<file path="src/rtl/kernel_addr_scanner_if.sv">
// Coordinate stream from the scanner to a 3-row kernel operator: valid/ready handshake
// carrying the column and centre-row address of each beat.
interface kernel_addr_scanner_if #(
  parameter int AW = 8
);
  logic          valid;
  logic          ready;
  logic [AW-1:0] address_width;
  logic [AW-1:0] address_depth;

  modport master (
    output valid,
    output address_width,
    output address_depth,
    input  ready
  );

  modport slave (
    input  valid,
    input  address_width,
    input  address_depth,
    output ready
  );
endinterface

</file>
<file path="src/rtl/kernel_addr_scanner.sv">
// Raster-order kernel centre scanner: one start yields a frame of coordinates, held while ready=0.
// KERNEL_SCAN_BORDER_SKIP_EN restricts centre rows to 1..IMG_DEPTH-2; otherwise every row is scanned.
module kernel_addr_scanner #(
  parameter int IMG_WIDTH = 64,
  parameter int IMG_DEPTH = 64,
  parameter int AW        = 8
) (
  input  logic                    clk,
  input  logic                    rst_n,
  input  logic                    start,
  input  logic                    abort,
  output logic                    busy,
  output logic                    done,
  kernel_addr_scanner_if.master   bus
);

  localparam logic [AW-1:0] W_LAST  = AW'(IMG_WIDTH - 1);
`ifdef KERNEL_SCAN_BORDER_SKIP_EN
  localparam logic [AW-1:0] D_FIRST = AW'(1);
  localparam logic [AW-1:0] D_LAST  = AW'(IMG_DEPTH - 2);
`else
  localparam logic [AW-1:0] D_FIRST = AW'(0);
  localparam logic [AW-1:0] D_LAST  = AW'(IMG_DEPTH - 1);
`endif

  typedef enum logic [1:0] {
    IDLE = 2'd0,
    SCAN = 2'd1,
    DONE = 2'd2
  } state_t;

  state_t        state;
  logic          valid_q;
  logic [AW-1:0] col_q;
  logic [AW-1:0] row_q;

  assign bus.valid         = valid_q;
  assign bus.address_width = col_q;
  assign bus.address_depth = row_q;

  always_ff @(posedge clk or negedge rst_n) begin
    if (!rst_n) begin
      state   <= IDLE;
      valid_q <= 1'b0;
      col_q   <= '0;
      row_q   <= '0;
      busy    <= 1'b0;
      done    <= 1'b0;
    end else begin
      case (state)
        IDLE: begin
          if (start) begin
            state   <= SCAN;
            valid_q <= 1'b1;
            col_q   <= '0;
            row_q   <= D_FIRST;
            busy    <= 1'b1;
          end
        end
        SCAN: begin
          // Abort takes priority; a coincident handshake is treated as consumed.
          if (abort) begin
            state   <= IDLE;
            valid_q <= 1'b0;
            busy    <= 1'b0;
          end else if (bus.ready) begin
            if (col_q == W_LAST) begin
              col_q <= '0;
              if (row_q == D_LAST) begin
                state   <= DONE;
                valid_q <= 1'b0;
                done    <= 1'b1;
              end else begin
                row_q <= row_q + AW'(1);
              end
            end else begin
              col_q <= col_q + AW'(1);
            end
          end
        end
        DONE: begin
          state <= IDLE;
          done  <= 1'b0;
          busy  <= 1'b0;
        end
        default: begin
          state   <= IDLE;
          valid_q <= 1'b0;
          busy    <= 1'b0;
          done    <= 1'b0;
        end
      endcase
    end
  end

endmodule
</file>
<file path="src/flat_wrapper.sv">
// flat-port wrapper written by rule: the top's interface ports become plain ports
module kernel_addr_scanner_flat 
#(
  parameter int IMG_WIDTH = 64,
  parameter int IMG_DEPTH = 64,
  parameter int AW        = 8
)
  (clk, rst_n, start, abort, busy, done, bus_valid, bus_address_width, bus_address_depth, bus_ready);
  kernel_addr_scanner_if #(.AW(AW)) bus_i ();
  input  logic clk;
  input  logic rst_n;
  input  logic start;
  input  logic abort;
  output logic busy;
  output logic done;
  output wire logic [$bits(bus_i.valid)-1:0] bus_valid;
  output wire logic [$bits(bus_i.address_width)-1:0] bus_address_width;
  output wire logic [$bits(bus_i.address_depth)-1:0] bus_address_depth;
  input wire logic [$bits(bus_i.ready)-1:0] bus_ready;
  assign bus_valid = bus_i.valid;
  assign bus_address_width = bus_i.address_width;
  assign bus_address_depth = bus_i.address_depth;
  assign bus_i.ready = bus_ready;
  kernel_addr_scanner #(.IMG_WIDTH(IMG_WIDTH), .IMG_DEPTH(IMG_DEPTH), .AW(AW)) u_core (.clk(clk), .rst_n(rst_n), .start(start), .abort(abort), .busy(busy), .done(done), .bus(bus_i));
endmodule
</file>
<file path="config.mk">
export PLATFORM = sky130hd
export DESIGN_NAME = kernel_addr_scanner_flat
export DESIGN_NICKNAME = d
export VERILOG_FILES = /design/src/rtl/kernel_addr_scanner_if.sv /design/src/rtl/kernel_addr_scanner.sv /design/src/flat_wrapper.sv
export SDC_FILE = /design/constraint.sdc
export NUM_CORES = 1
export LEC_CHECK = 0
export BUFFER_PORTS_ARGS = -buffer_cell sky130_fd_sc_hd__buf_2
export CORE_MARGIN = 10
export CORE_UTILIZATION = 48
export DETAILED_ROUTE_END_ITERATION = 10
export PLACE_DENSITY = 0.83
export SKIP_CTS_REPAIR_TIMING = 1
export SLEW_MARGIN = 20
export SYNTH_ARGS = -nofsm -noshare
export SYNTH_HDL_FRONTEND = slang
export SYNTH_SLANG_ARGS = --single-unit
</file>
<file path="constraint.sdc">
create_clock -name clk -period 1.55 [get_ports clk]
set_input_delay 0.2325 -clock clk [delete_from_list [all_inputs] [get_ports clk]]
set_output_delay 0.2325 -clock clk [all_outputs]
set_load 0.05 [all_outputs]
</file>
==> results.toml, run 1 <==
[status]
status = "complete, but fails checks"
violations = "setup timing"

[yosys]
synth.distinct_cells = 38
synth_top_area_cell = "dfrtp_1"
synth_area_um2 = 1230
avgSynthCellArea_um2 = 9.919
synth-edff-count = 0
syn_nets = 131
yosys_warnings = 0
synth_seq_cells = 21
synthFlopType = "dfrtp_1"
synth_cells = 124
postSynth.asyncResetShare = 1.000
netlist_top_cells_area = "dfrtp_1 43%, o31ai_1 4.3%, o31ai_2 3.1%"
yosysTopAreaCellShare = 0.4273
ys_seq_area_frac = 0.4273

[setup_path]
max_stage_delay_ns = 0.45
crit_slowest_cell = "dfrtp_2"
crit_chain = "ha_4 > nor3b_4 > a21o_1 > or3_4 > o31ai_2"
crit_buf_inv = 0
crit_family = "simple AND/OR/NAND/NOR gates"
reg2reg_depth = 5
worstPathRequired_ns = 1.76
crit_fanout = 3
cp-end-kind = "flop"
crit_type = "flop to flop"
arrival_ns = 1.81
start_kind = "flop"
worstSetupPathDepth = 5

[pwr]
seq_power_share = 0.498
powerDensity_nw_per_um2 = 701.3
p_sw_w = 0.0004097
p_int_w = 0.0008021
swShare = 0.3381
p_comb_frac = 0.283
clkPwrFrac = 0.220
vdd_drop_max_uv = 520.5
p_leak_nw = 0.7953

[global_route]
grt_pass1_wl_um = 5506
grt_max_degree = 22
grt_overflow_total = 0
first_global_vias = 1211
grt_usage = 0.1286
antenna_found_initial = 0

[timing]
slew_violations = 0
slew_headroom = 0.6839
tightestPinTransition_ns = 0.4741
layout_setup_ws_ns = -0.04899
hold_ws_ns = 0.2723
fin_crit_sh = 1.032
post-route-min-period_ns = 1.599
rsz0062_at_grt = "true"
tns_ns = -0.08987
max_freq_mhz = 625.4
hold_viol_final = 0
finClkSkew_ns = 0.005873
setup_viol = 2

[die]
dieArea_um2 = 4987
fp.dieW_um = 70.62
core_um2 = 2455
num_rows = 18
ioPinCount = 24
initial_core_util = 0.5010
fp.dieH_um = 70.62

[placed_design]
io_buffers = 23
gp_congestion = 0.8464
hpwl_um = 2482

[hold_path]
min_path_cells = 3
hp-class = "input pin to flop"

[drt]
post_drt_wl_per_cell_um = 17.30
drcViolationCount = 0
first_pass_iters = 4
wirelength_um = 3512
ant_nets = 0
drtIter0Drc = 67
detail_route.vias_per_cell = 5.941
vias = 1206

[cells_and_area]
final_cell_mix = "24 x buf_4, 23 x buf_2, 14 x dfrtp_2"
synthToLayoutAreaGrowth_pct = 40.49
multiInputGateArea_um2 = 753.2
n_antenna_cell = 0
drive_above_1_share = 0.5260
nNetsFinal = 181
regArea_um2 = 543.0
fillers = 175
layout_commonest_cell = "buf_4"

[flow_run]
drv_cap = 0

[cts]
clk_transition_reported_paths_ns = 0.12
clockBufferDepth = 2
cts_buffers = 3
cts_num_sinks = 21
clkLatencyLatePin_ns = 0.30
root_buffer = "clkbuf_4"
htreeDepth = 1
cts_tree = "done"
[layer usage]
| layer | vias to the layer above | track usage | routed length, um | share of wire |
|---|---|---|---|---|
| met5 | - | 0 | 0 | 0 |
| met4 | 0 | 0.05376 | 44 | 0.013 |
| met3 | 4 | 0.04184 | 287 | 0.082 |
| met2 | 47 | 0.2226 | 1795 | 0.51 |
| met1 | 577 | 0.1411 | 1384 | 0.39 |
| li1 | 578 | - | - | - |
[through the flow]
step / worst slack [ns] / cell area [um2] / cells / utilization / power (W)
3_5_place_dp: -0.08842 / 1543 / 189 / 0.6284 / 0.0009006
3_3_place_gp: -0.009426 / 1543 / 189 / 0.6284 / 0.0008930
4_1_cts: -0.1043 / 1570 / 193 / 0.6397 / 0.001161
2_1_floorplan: -0.1532 / 1303 / 124 / - / 0.0008084
5_1_grt: -0.1108 / 1728 / 203 / 0.7039 / 0.001268
6_report: -0.04899 / 1728 / 203 / 0.7039 / 0.001212
[power by group through the flow]
| stage | logic (W) | clock network, W | registers [W] |
|---|---|---|---|
| floorplan | 0.000129 | 0 | 0.000680 |
| global placement | 0.000282 | 0 | 0.000611 |
| detailed placement | 0.000286 | 0 | 0.000615 |
| CTS | 0.000286 | 0.000271 | 0.000604 |
| global route | 0.000372 | 0.000290 | 0.000606 |
| finish | 0.000342 | 0.000266 | 0.000603 |
[worst reg2reg max path, cell delays in order (launching register included)]
cell and delay, ns:
dfrtp_2 0.45, ha_4 0.16, nor3b_4 0.15, a21o_1 0.18, or3_4 0.37, o31ai_2 0.20
[layout make-up]
class,count,area share
clock buffers,3,0.01303
well taps,30,0.02172
clock inverters,1,0.002896
multi-input cells,92,0.4359
flip-flops and latches,21,0.3143
repair buffers,51,0.2013
inverters,5,0.01086
[synth_stat cells (3+ instances only)]
cell,number
a41oi_1,4
and3_1,5
nor3_1,5
dfrtp_1,21
o31ai_1,7
o21ai_1,7
nand2_1,7
o31ai_2,3
a21o_1,4
buf_2,4
o21ai_0,4
a31oi_1,5
inv_1,5
nand3_1,6
a21oi_1,6
nand2b_1,3
[final timing paths]
| path | slack, ns | start | endpoint |
|---|---|---|---|
| max in group asynchronous | 0.79 | rst_n | u_core.bus.address_width[2] |
| worst min register to register | 0.50 | u_core.done | u_core.done |
| min in group asynchronous | 0.41 | rst_n | u_core.bus.address_depth[3] |
| worst max-delay path | -0.05 | u_core.bus.address_depth[1] | u_core.bus.address_depth[4] |
| worst min-delay path | 0.27 | bus_ready | u_core.state[1] |
| worst max register to register | -0.05 | u_core.bus.address_depth[1] | u_core.bus.address_depth[4] |
[sequential cells by signal (all words and copies together), names as in the netlist]
register	flops
u_core.bus.valid	1
u_core.state	2
u_core.bus.address_depth	8
u_core.bus.address_width	8
u_core.done	1
u_core.busy	1
[cells by family after synthesis]
family          Yosys count  share of synthesized area
compound gates           46                     0.2635
simple gates             43                     0.2360
flops                    21                     0.4273
buf+inv                  11                    0.04374
fa+ha+maj                 2                    0.02034
mux                       1                   0.009155
(Power assumes the default switching activity.)
==> run 2, diff against run 1 <==
--- a/config.mk
+++ b/config.mk
@@ -9,7 +9,7 @@
 export CORE_MARGIN = 10
 export CORE_UTILIZATION = 48
 export DETAILED_ROUTE_END_ITERATION = 10
-export PLACE_DENSITY = 0.83
+export PLACE_DENSITY = 0.85
 export SKIP_CTS_REPAIR_TIMING = 1
 export SLEW_MARGIN = 20
 export SYNTH_ARGS = -nofsm -noshare
==> results.toml, run 2 (synthesis results as in run 1) <==
[placed_design]
hpwl_um = 2514
gp_congestion = 0.9129
dpl_cell_area_um2 = 1558
io_buffers = 23
pre_cts_ws_ns = -0.09228

[die]
ioPinCount = 24
initial_core_util = 0.5010
fp.dieW_um = 70.62
core_um2 = 2455
dieArea_um2 = 4987
fp.dieH_um = 70.62
num_rows = 18

[cts]
root_buffer = "clkbuf_4"
htreeDepth = 1
clk_transition_reported_paths_ns = 0.11
clkLatencyLatePin_ns = 0.31
clockBufferDepth = 2
cts_num_sinks = 21
cts_buffers = 3
cts_tree = "done"

[setup_path]
worstPathRequired_ns = 1.75
start_kind = "flop"
crit_fanout = 7
crit_type = "flop to flop"
cp-end-kind = "flop"
arrival_ns = 1.80

[drt]
wirelength_um = 3373
drtIter0Drc = 73
vias = 1221
detail_route.vias_per_cell = 6.075
drcViolationCount = 0
first_pass_iters = 4
post_drt_wl_per_cell_um = 16.78
ant_nets = 0

[pwr]
vdd_drop_max_uv = 769.3
p_leak_nw = 0.7771
powerDensity_nw_per_um2 = 707.6

[timing]
tightestPinTransition_ns = 0.4745
setup_viol = 3
slew_headroom = 0.6830
hold_viol_final = 0
fin_crit_sh = 1.030
finClkSkew_ns = 0.004358
max_freq_mhz = 626.1
layout_setup_ws_ns = -0.04718
rsz0062_at_grt = "true"
post-route-min-period_ns = 1.597
slew_violations = 0

[global_route]
grt_max_degree = 22
grt_overflow_total = 0
antenna_found_initial = 0
first_global_vias = 1198
grt_pass1_wl_um = 5485
grt_usage = 0.1274

[cells_and_area]
drive_above_1_share = 0.4971
layout_commonest_cell = "buf_2"
n_antenna_cell = 0
final_cell_mix = "23 x buf_2, 22 x buf_4, 13 x dfrtp_2"
fillers = 184
regArea_um2 = 541.8
stdcell_area_um2 = 1678
synthToLayoutAreaGrowth_pct = 36.42
multiInputGateArea_um2 = 729.5
nNetsFinal = 179
final_core_util = 0.6835

[status]
violations = "setup timing"
status = "complete, but fails checks"

[hold_path]
hp-class = "input pin to flop"

[flow_run]
drv_cap = 0
-- run 2: layer usage --
layer,part of all wire,track usage,routed length (um),vias to the layer above
met5,0,0,0,-
met4,0.016,0.03441,54,0
met3,0.056,0.03068,188,7
met2,0.50,0.2285,1670,40
met1,0.43,0.1468,1459,601
li1,-,-,-,573
-- run 2: cell type report --
type / count / share of cell area
clock buffers: 4 / 0.01566
inverters: 5 / 0.01119
multi-input cells: 92 / 0.4348
flip-flops and latches: 21 / 0.3229
well taps: 30 / 0.02237
repair buffers: 49 / 0.1931
-- run 2: where the power goes --
part	internal (W)	switching, W
sequential	0.000574	0.0000286
combinational	0.000116	0.000207
clock	0.000101	0.000161
-- run 2: worst paths after layout --
path	from	endpoint	slack, ns	cells after the start
max in group asynchronous	rst_n	u_core.bus.address_width[5]	0.80	2
worst max-delay path	u_core.bus.address_width[1]	u_core.bus.address_width[6]	-0.05	7
min in group asynchronous	rst_n	u_core.bus.address_depth[6]	0.40	2
worst min-delay path	bus_ready	u_core.state[1]	0.27	3
worst max register to register	u_core.bus.address_width[1]	u_core.bus.address_width[6]	-0.05	7
worst min register to register	u_core.done	u_core.done	0.48	1
-- run 2: critical path: stages (launching register included) --
cell,delay [ns]
dfrtp_2,0.46
ha_4,0.17
and3_4,0.18
buf_6,0.14
buf_4,0.13
a31oi_1,0.20
o21ai_1,0.11
o31ai_1,0.11
-- run 2: stage by stage --
step | total power [W] | cells | TNS (ns) | hold slack [ns]
3_5_place_dp | 0.0009068 | 191 | -0.5996 | 0.2162
5_1_grt | 0.001260 | 201 | -0.3071 | 0.2774
2_1_floorplan | 0.0008084 | 124 | -0.5437 | -0.06309
4_1_cts | 0.001166 | 195 | -1.087 | -0.1224
3_3_place_gp | 0.0008936 | 191 | -0.003763 | 0.2114
6_report | 0.001187 | 201 | -0.08647 | 0.2740
